## config.mk

```make
export PLATFORM = sky130hd
export DESIGN_NAME = icmp_reply_generator_flat
export DESIGN_NICKNAME = d
export VERILOG_FILES = /design/src/rtl/icmp_reply_generator_if.sv /design/src/rtl/icmp_reply_generator.sv /design/src/flat_wrapper.sv
export SDC_FILE = /design/constraint.sdc
export NUM_CORES = 1
export LEC_CHECK = 0
export BUFFER_PORTS_ARGS = -buffer_cell sky130_fd_sc_hd__buf_2
export CORE_MARGIN = 2
export CORE_UTILIZATION = 53
export DETAILED_ROUTE_END_ITERATION = 7
export PLACE_DENSITY = 0.77
export SETUP_SLACK_MARGIN = 0.4
export SLEW_MARGIN = 20
export SYNTH_ARGS = -nofsm -noshare
export SYNTH_HDL_FRONTEND = slang
export SYNTH_SLANG_ARGS = --single-unit
```

## constraint.sdc

```tcl
create_clock -name aclk -period 6.5 [get_ports aclk]
set_input_delay 1.3 -clock aclk [delete_from_list [all_inputs] [get_ports aclk]]
set_output_delay 1.3 -clock aclk [all_outputs]
set_load 0.01 [all_outputs]
```

## src/rtl/icmp_reply_generator_if.sv

```systemverilog
/*----------------------------------------------------------------------------
 * icmp_reply_generator_if : 64-bit AXI4-Stream link carrying the reply frame
 * Revision 1.0
 *--------------------------------------------------------------------------*/
`default_nettype none

interface icmp_reply_generator_if;
  logic [63:0] tdata;
  logic [7:0]  tkeep;
  logic        tvalid;
  logic        tlast;
  logic        tready;

  modport master (output tdata, output tkeep, output tvalid, output tlast, input tready);
  modport slave  (input tdata, input tkeep, input tvalid, input tlast, output tready);
endinterface

`default_nettype wire

```

## src/rtl/icmp_reply_generator.sv

```systemverilog
/*----------------------------------------------------------------------------
 * icmp_reply_generator : builds a 74-byte Ethernet/IPv4/ICMP echo reply
 * Revision 1.0
 *--------------------------------------------------------------------------*/
`default_nettype none

module icmp_reply_generator #(
  parameter logic [47:0] BOARD_MAC = 48'h02_00_c0_a8_0a_0a,
  parameter logic [31:0] BOARD_IP  = {8'd192, 8'd168, 8'd2, 8'd20},
  parameter logic [7:0]  IP_TTL    = 8'h40
) (
  input  logic                   aclk,
  input  logic                   aresetn,
  input  logic                   tx_icmp_en,
  input  logic [47:0]            icmp_src_mac,
  input  logic [31:0]            icmp_src_ip,
  input  logic [15:0]            icmp_src_identifier,
  input  logic [15:0]            icmp_src_sequence_number,
  input  logic [255:0]           icmp_src_data,
  icmp_reply_generator_if.master tx_axis,
  output logic                   busy,
  output logic                   drop_pulse
);

  typedef enum logic [1:0] {IDLE = 2'd0, SUM = 2'd1, FOLD = 2'd2, SEND = 2'd3} state_t;

  state_t        state;
  logic [47:0]   req_mac;
  logic [31:0]   req_ip;
  logic [15:0]   req_id;
  logic [15:0]   req_seq;
  logic [255:0]  req_data;
  logic [15:0]   ip_id;
  logic [31:0]   ip_sum;
  logic [31:0]   icmp_sum;
  logic [15:0]   ip_cksum;
  logic [15:0]   icmp_cksum;
  logic [3:0]    beat;

  logic [31:0]   ip_sum_next;
  logic [31:0]   icmp_sum_next;
  logic [3:0]    load_idx;
  logic [63:0]   load_data;
  logic [7:0]    load_keep;
  logic          load_last;

  function automatic logic [31:0] zx16(input logic [15:0] w);
    return {16'h0000, w};
  endfunction

  // Captured fields are in wire order (low byte first); checksum words are big-endian.
  function automatic logic [15:0] swap16(input logic [15:0] w);
    return {w[7:0], w[15:8]};
  endfunction

  function automatic logic [15:0] fold_cksum(input logic [31:0] s);
    logic [31:0] t;
    t = zx16(s[31:16]) + zx16(s[15:0]);
    t = zx16(t[31:16]) + zx16(t[15:0]);
    return ~t[15:0];
  endfunction

  always_comb begin
    ip_sum_next = 32'h0000_4500 + 32'h0000_003C + zx16(ip_id) + zx16({IP_TTL, 8'h01})
                + zx16(BOARD_IP[31:16]) + zx16(BOARD_IP[15:0])
                + zx16(swap16(req_ip[15:0])) + zx16(swap16(req_ip[31:16]));
    icmp_sum_next = zx16(swap16(req_id)) + zx16(swap16(req_seq));
    for (int i = 0; i < 16; i++) begin
      icmp_sum_next = icmp_sum_next + zx16(swap16(req_data[16*i +: 16]));
    end
  end

  // Beat to present next: beat 0 on frame start, otherwise the one after the current beat.
  always_comb begin
    load_idx  = tx_axis.tvalid ? beat + 4'd1 : 4'd0;
    load_data = 64'h0;
    load_keep = 8'hFF;
    load_last = 1'b0;
    case (load_idx)
      4'd0: load_data = {BOARD_MAC[39:32], BOARD_MAC[47:40], req_mac};
      4'd1: load_data = {8'h00, 8'h45, 8'h00, 8'h08,
                         BOARD_MAC[7:0], BOARD_MAC[15:8], BOARD_MAC[23:16], BOARD_MAC[31:24]};
      4'd2: load_data = {8'h01, IP_TTL, 8'h00, 8'h00, ip_id[7:0], ip_id[15:8], 8'h3C, 8'h00};
      4'd3: load_data = {req_ip[15:8], req_ip[7:0],
                         BOARD_IP[7:0], BOARD_IP[15:8], BOARD_IP[23:16], BOARD_IP[31:24],
                         ip_cksum[7:0], ip_cksum[15:8]};
      4'd4: load_data = {req_id, icmp_cksum[7:0], icmp_cksum[15:8], 8'h00, 8'h00,
                         req_ip[31:24], req_ip[23:16]};
      4'd5: load_data = {req_data[47:0], req_seq};
      4'd6: load_data = req_data[111:48];
      4'd7: load_data = req_data[175:112];
      4'd8: load_data = req_data[239:176];
      4'd9: begin
        load_data = {48'h0, req_data[255:240]};
        load_keep = 8'h03;
        load_last = 1'b1;
      end
      default: load_keep = 8'h00;
    endcase
  end

  always_ff @(posedge aclk or negedge aresetn) begin
    if (!aresetn) begin
      state          <= IDLE;
      req_mac        <= '0;
      req_ip         <= '0;
      req_id         <= '0;
      req_seq        <= '0;
      req_data       <= '0;
      ip_id          <= '0;
      ip_sum         <= '0;
      icmp_sum       <= '0;
      ip_cksum       <= '0;
      icmp_cksum     <= '0;
      beat           <= '0;
      busy           <= 1'b0;
      drop_pulse     <= 1'b0;
      tx_axis.tdata  <= '0;
      tx_axis.tkeep  <= '0;
      tx_axis.tvalid <= 1'b0;
      tx_axis.tlast  <= 1'b0;
    end else begin
      drop_pulse <= tx_icmp_en && (state != IDLE);
      case (state)
        IDLE: begin
          if (tx_icmp_en) begin
            req_mac  <= icmp_src_mac;
            req_ip   <= icmp_src_ip;
            req_id   <= icmp_src_identifier;
            req_seq  <= icmp_src_sequence_number;
            req_data <= icmp_src_data;
            busy     <= 1'b1;
            state    <= SUM;
          end
        end
        SUM: begin
          ip_sum   <= ip_sum_next;
          icmp_sum <= icmp_sum_next;
          state    <= FOLD;
        end
        FOLD: begin
          ip_cksum   <= fold_cksum(ip_sum);
          icmp_cksum <= fold_cksum(icmp_sum);
          state      <= SEND;
        end
        SEND: begin
          if (!tx_axis.tvalid) begin
            tx_axis.tvalid <= 1'b1;
            tx_axis.tdata  <= load_data;
            tx_axis.tkeep  <= load_keep;
            tx_axis.tlast  <= load_last;
            beat           <= 4'd0;
          end else if (tx_axis.tready) begin
            if (beat == 4'd9) begin
              tx_axis.tvalid <= 1'b0;
              tx_axis.tdata  <= '0;
              tx_axis.tkeep  <= '0;
              tx_axis.tlast  <= 1'b0;
              ip_id          <= ip_id + 16'd1;
              busy           <= 1'b0;
              state          <= IDLE;
            end else begin
              beat          <= beat + 4'd1;
              tx_axis.tdata <= load_data;
              tx_axis.tkeep <= load_keep;
              tx_axis.tlast <= load_last;
            end
          end
        end
        default: state <= IDLE;
      endcase
    end
  end

endmodule

`default_nettype wire
```

## src/flat_wrapper.sv

```systemverilog
// flat-port wrapper written by rule: the top's interface ports become plain ports
module icmp_reply_generator_flat 
#(
  parameter logic [47:0] BOARD_MAC = 48'h02_00_c0_a8_0a_0a,
  parameter logic [31:0] BOARD_IP  = {8'd192, 8'd168, 8'd2, 8'd20},
  parameter logic [7:0]  IP_TTL    = 8'h40
)
  (aclk, aresetn, tx_icmp_en, icmp_src_mac, icmp_src_ip, icmp_src_identifier, icmp_src_sequence_number, icmp_src_data, busy, drop_pulse, tx_axis_tdata, tx_axis_tkeep, tx_axis_tvalid, tx_axis_tlast, tx_axis_tready);
  icmp_reply_generator_if tx_axis_i ();
  input  logic aclk;
  input  logic aresetn;
  input  logic tx_icmp_en;
  input  logic [47:0] icmp_src_mac;
  input  logic [31:0] icmp_src_ip;
  input  logic [15:0] icmp_src_identifier;
  input  logic [15:0] icmp_src_sequence_number;
  input  logic [255:0] icmp_src_data;
  output logic busy;
  output logic drop_pulse;
  output wire logic [$bits(tx_axis_i.tdata)-1:0] tx_axis_tdata;
  output wire logic [$bits(tx_axis_i.tkeep)-1:0] tx_axis_tkeep;
  output wire logic [$bits(tx_axis_i.tvalid)-1:0] tx_axis_tvalid;
  output wire logic [$bits(tx_axis_i.tlast)-1:0] tx_axis_tlast;
  input wire logic [$bits(tx_axis_i.tready)-1:0] tx_axis_tready;
  assign tx_axis_tdata = tx_axis_i.tdata;
  assign tx_axis_tkeep = tx_axis_i.tkeep;
  assign tx_axis_tvalid = tx_axis_i.tvalid;
  assign tx_axis_tlast = tx_axis_i.tlast;
  assign tx_axis_i.tready = tx_axis_tready;
  icmp_reply_generator #(.BOARD_MAC(BOARD_MAC), .BOARD_IP(BOARD_IP), .IP_TTL(IP_TTL)) u_core (.aclk(aclk), .aresetn(aresetn), .tx_icmp_en(tx_icmp_en), .icmp_src_mac(icmp_src_mac), .icmp_src_ip(icmp_src_ip), .icmp_src_identifier(icmp_src_identifier), .icmp_src_sequence_number(icmp_src_sequence_number), .icmp_src_data(icmp_src_data), .tx_axis(tx_axis_i), .busy(busy), .drop_pulse(drop_pulse));
endmodule
```

* Word-level counts from Yosys, hierarchy flattened
Cells that the tools add are included.
** Operators by class
- Add/sub/neg operators :: 29
- Multipliers :: 0
- Divide/modulo/power cells :: 0
- $lt $le $gt $ge :: 0
- Eq/ne operators :: 19
- Shift operators :: 0
- Mux-type cells :: 29
- Bitwise gates (word level) :: 2
- Reductions and logical operators :: 12
** Operators by type and width (count)
- $pmux W64 S10 :: 1
- $add A32 B16 Y32 :: 18
- $mux W64 :: 3
- $add A16 B16 Y17 :: 3
- $add A16 B16 Y16 :: 2
- $add A32 B10 Y32 const B :: 1
- $add A32 B15 Y32 const B :: 1
- $add A32 B16 Y32 const B :: 1
- $not A16 Y16 :: 2
- $mux W8 :: 3
- $add A15 B16 Y17 const A :: 1
- $add A16 B1 Y16 const B :: 1
- $eq A4 B3 Y1 const B :: 4
- $mux W4 :: 4
- $pmux W8 S2 :: 1
- $eq A4 B4 Y1 const B :: 3
- $mux W1 :: 11
- $reduce_or A9 Y1 :: 1
- $eq A4 B2 Y1 const B :: 2
- $mux W2 :: 4
- $ne A2 B2 Y1 const B :: 4
- $pmux W2 S4 :: 1
- $reduce_and A4 Y1 :: 2
- $reduce_and A5 Y1 :: 1
- 12 further kinds :: 16
** Storage, ports and cells
- Bits in registers :: 562
- Bits in latches :: 0
- Memory bits (writable) :: 0
- Bits in read-only memories :: 0
- Input bits :: 372
- Logic and storage cells :: 109
- Memories :: 0

* Logic depth before layout (Yosys ltp)
- Word-level depth :: 17
- Gate-level depth with buffers :: 27
- Mapped depth without buffers :: 27

* Worst setup path before layout
Ideal clock, no wire load.
- Kind :: register to register
- Start point :: register u_core.req_seq[8]
- End point :: register u_core.icmp_sum[15]
- Data arrival time :: 6628 ps
- Data required time :: 6375 ps
- Setup slack :: -253 ps
- Stages on the path, launching flop included :: 26
- Clock period less this slack :: 6753 ps
- Path through :: dfrtp_1 -> ha_1 -> inv_1 -> fa_1 -> nor2b_1 -> o31a_1 -> o211ai_1 -> nand2_1 -> a21oi_1 -> xnor2_1 -> fa_1 -> inv_1 -> fa_1 -> fa_1 -> fa_1 -> fa_1 -> inv_1 -> fa_1 -> ha_1 -> a2111oi_0 -> a211o_1 -> a21o_1 -> nand2_1 -> a221o_1 -> xnor2_1 -> mux2_2
** On the way
- Word-level cells in the longest chain between the ends :: 17
** RTL lines
- start, declared :: RTL line icmp_reply_generator.sv:31 : logic [15:0] req_seq;
- start signal, assigned :: RTL line icmp_reply_generator.sv:130 : req_seq <= icmp_src_sequence_number;
- $add A16 B16 Y17 :: RTL line icmp_reply_generator.sv:67 : icmp_sum_next = zx16(swap16(req_id)) + zx16(swap16(req_seq));
- $add A32 B16 Y32 (16 in a row) :: RTL line icmp_reply_generator.sv:69 : icmp_sum_next = icmp_sum_next + zx16(swap16(req_data[16*i +: 16]));
- end signal, assigned :: RTL line icmp_reply_generator.sv:138 : icmp_sum <= icmp_sum_next;
- end, declared :: RTL line icmp_reply_generator.sv:35 : logic [31:0] icmp_sum;
No other way between the ends.
A chain may end at the register's enable or synchronous reset.

* Worst setup path after layout
- Start point :: register u_core.req_id[9]
- End point :: register u_core.icmp_sum[17]
** On the way
- Word-level cells in the longest chain between the ends :: 17
** RTL lines
- start, declared :: RTL line icmp_reply_generator.sv:30 : logic [15:0] req_id;
- start signal, assigned :: RTL line icmp_reply_generator.sv:129 : req_id <= icmp_src_identifier;
- $add A16 B16 Y17 :: RTL line icmp_reply_generator.sv:67
- $add A32 B16 Y32 (16 in a row) :: RTL line icmp_reply_generator.sv:69
No other way between the ends.

==> results.sh <==
export IMPL_run_status="finished with violations"
export IMPL_violations="negative setup slack"
export IMPL_die_w_um=255
export IMPL_cp_start_kind="flop"
export IMPL_drt_initial_drc_count=2686
export IMPL_fin_nets=4111
export IMPL_drive_gt1_frac=0.333
export IMPL_grt_use_total=0.349
export IMPL_period_share=1.06
export IMPL_syn_to_final_growth_pct=18.1
export IMPL_grt_max_degree=170
export IMPL_hold_violations=0
export IMPL_synthMuxAreaShare=0.139
export IMPL_synth_top_cells_by_count="dfrtp_1, inv_1, mux2_2"
export IMPL_root_buffer="clkbuf_16"
export IMPL_r2r_slack_ps=-370
export IMPL_place_hpwl_mm=85.2
export IMPL_worst_ep_required_time_ps=7030
export IMPL_ys_warn_count=0
export IMPL_antenna_found_initial=2
export IMPL_synth_top_family_by_area="adder cells"
export IMPL_setup_viol=9
export IMPL_ios=448
export IMPL_rsz0062_at_grt="yes"
export IMPL_slew_headroom=0.195
export IMPL_synth_flop_cell="dfrtp_1"
export IMPL_worstSetupPathType="reg2reg"
export IMPL_synthXorXnorAreaFrac=0.0258
export IMPL_r2r_start="u_core.req_id[9]"
export IMPL_synth_enable_flop_cells=0
export IMPL_synth_area_top_cells="dfrtp_1, fa_1, mux2_2, inv_1, ha_1"
export IMPL_slew_violations=0
export IMPL_ctsHoldBuffers=0
export IMPL_tns_ps=-1920
export IMPL_drv_cap=0
export IMPL_startpoint="u_core.req_id[9]"
export IMPL_netlist_area_um2=33300
export IMPL_gr_total_overflow=0
export IMPL_num_rows=91
export IMPL_fillers=4789
export IMPL_hold_class="reg2reg"
export IMPL_core_area_um2=61800
export IMPL_cp_max_fo=3
export IMPL_worstHoldEndpoint="u_core.tx_axis.tdata[11]"
export IMPL_r2r_end="u_core.icmp_sum[17]"
export IMPL_grt_pass1_wl_mm=165
export IMPL_fin_area_um2=39300
export IMPL_async_reset_ff_frac=1.00
export IMPL_ys_types=96
export IMPL_drt_first_pass_iters=7
export IMPL_worst_slack_ps=-371
export IMPL_synth_most_common_cell="dfrtp_1"
export IMPL_cts_buffers_inserted=58
export IMPL_htreeDepth=2
export IMPL_ys_seq_elements=532
export IMPL_cts_clk_slew_worst_paths_ps=60
export IMPL_cp_arrival_ps=7410
export IMPL_regArea_um2=13300
export IMPL_synth_top_area_cell="dfrtp_1"
export IMPL_cts_tree="yes"
export IMPL_synth_simple_area_share=0.0637
export IMPL_min_path_cells=2
export IMPL_cts_buffer_depth=3
export IMPL_dpl_instance_area_um2=36900
export IMPL_fmax_mhz=146
export IMPL_clk_latency_ps=660
export IMPL_finalClockSkew_ps=37.4
export IMPL_tightest_slew_ps=1200
export IMPL_holdCritStartpoint="u_core.tx_axis.tdata[11]"
export IMPL_min_period_ps=6870
export IMPL_drc=0
export IMPL_reg2reg_depth=24
export IMPL_cts_sinks=532
export IMPL_multi_input_area_um2=18300
export IMPL_syn_num_nets=3643
export IMPL_gp_congestion=0.959
export IMPL_num_vias=25701
export IMPL_synthCells=2914
export IMPL_start_util=0.538
export IMPL_die_y_um=255
export IMPL_io_buffers=447
export IMPL_yosys_area_top_type_share=0.400
export IMPL_wl_mm=112
export IMPL_viasPerCell=6.03
export IMPL_first_global_vias=26175
export IMPL_synth_compound_area_frac=0.115
export IMPL_synthAdderAreaFrac=0.192
export IMPL_syn_avg_cell_area_um2=11.4
export IMPL_drt_wirelength_per_cell_um=26.3
export IMPL_dpl_worst_slack_ps=-406
export IMPL_die_area_um2=64800
export IMPL_synth_seq_area_share=0.400
export IMPL_end_kind="flop"
export IMPL_postRouteAntennaNets=0
[registers in the layout, indices dropped and copies added, names as in the netlist, 16 cells and up]
register / cells
u_core.req_seq: 16
u_core.ip_id: 16
u_core.tx_axis.tdata: 64
u_core.icmp_sum: 21
u_core.req_data: 256
u_core.req_ip: 32
u_core.req_id: 16
u_core.ip_sum: 19
u_core.ip_cksum: 16
u_core.req_mac: 48
u_core.icmp_cksum: 16
[layout by cell type (no fill, tap or decap), types with 14 or more instances in the layout]
cell	instances
a222oi_1	14
buf_4	80
o21ai_0	82
a22oi_1	109
nor2_1	83
clkbuf_16	58
xor2_1	31
buf_2	446
ha_1	86
inv_1	404
mux2_2	394
xnor2_1	64
a22o_1	35
nand2_1	142
fa_1	250
a21o_1	34
nor3_1	16
and3_1	16
a221oi_1	41
nand3_1	51
a21oi_1	60
dfrtp_1	532
[timing repair]
item	in CTS	in global routing
pin swaps	64	8
resized for setup	47	22
setup endpoints to repair	13	15
buffers inserted	17	4
[logic make-up (layout without fill, tap and decap cells)]
family | count (synthesis) | after routing
other | 0 | 1
AND/OR/NAND/NOR | 431 | 431
buffers and inverters | 551 | 1062
adder cells (fa/ha/maj) | 357 | 357
multiplexers | 410 | 410
flip-flops | 532 | 532
AO/OA/AOI/OAI | 535 | 535
XOR/XNOR | 98 | 98
[worst max-delay path, stage by stage (launching register included)]
cell and delay [ps]:
dfrtp_1 390, ha_1 310, a21oi_2 160, o211ai_1 180, o311a_1 380, a31oi_2 200
a21o_1 290, buf_6 140, xnor2_2 70, fa_1 520, inv_2 50, fa_1 510
fa_1 440, fa_1 500, fa_1 520, fa_1 510, inv_2 50, ha_4 280
nand3_2 70, a211o_1 260, a21o_1 200, and2_4 190, o211ai_1 200, xor2_1 90
mux2_4 260
[per-layer routing]
layer	part of all wire	wire, um	vias up	GRT usage
met4	0.052	5860	2	0.167
li1	-	-	10973	-
met5	0.00016	18	-	0
met2	0.45	50900	1412	0.535
met3	0.11	12200	312	0.0923
met1	0.39	43400	13002	0.463
[area by class of cell]
class                      count  area share
timing repair buffer         544      0.0794
clock buffer                  84      0.0428
inverter                     415      0.0397
antenna                        1   0.0000637
tap                          837      0.0267
multi-input combinational   1831       0.467
clock inverter                19     0.00567
sequential                   532       0.339
[metrics by stage]
step	hold WS [ps]	util	cells
floorplan	453	-	2914
global placement	457	0.596	4136
detailed placement	466	0.596	4136
CTS	481	0.632	4256
global route	509	0.635	4262
finish	478	0.635	4263
[worst max-delay path by stage]
| stage | to | slack (ps) | depth (start not counted) |
|---|---|---|---|
| 2_1_floorplan | u_core.icmp_sum[20] | 210 | 24 |
| 3_3_place_gp | u_core.icmp_sum[20] | -250 | 27 |
| 3_5_place_dp | u_core.icmp_sum[20] | -410 | 27 |
| 4_1_cts | u_core.icmp_sum[20] | -220 | 28 |
| 5_1_grt | u_core.icmp_sum[20] | -500 | 28 |
| 6_report | u_core.icmp_sum[17] | -370 | 24 |
Power is not shown: default switching activity piles up to over one toggle a cycle in this logic, so the estimate is an artifact.
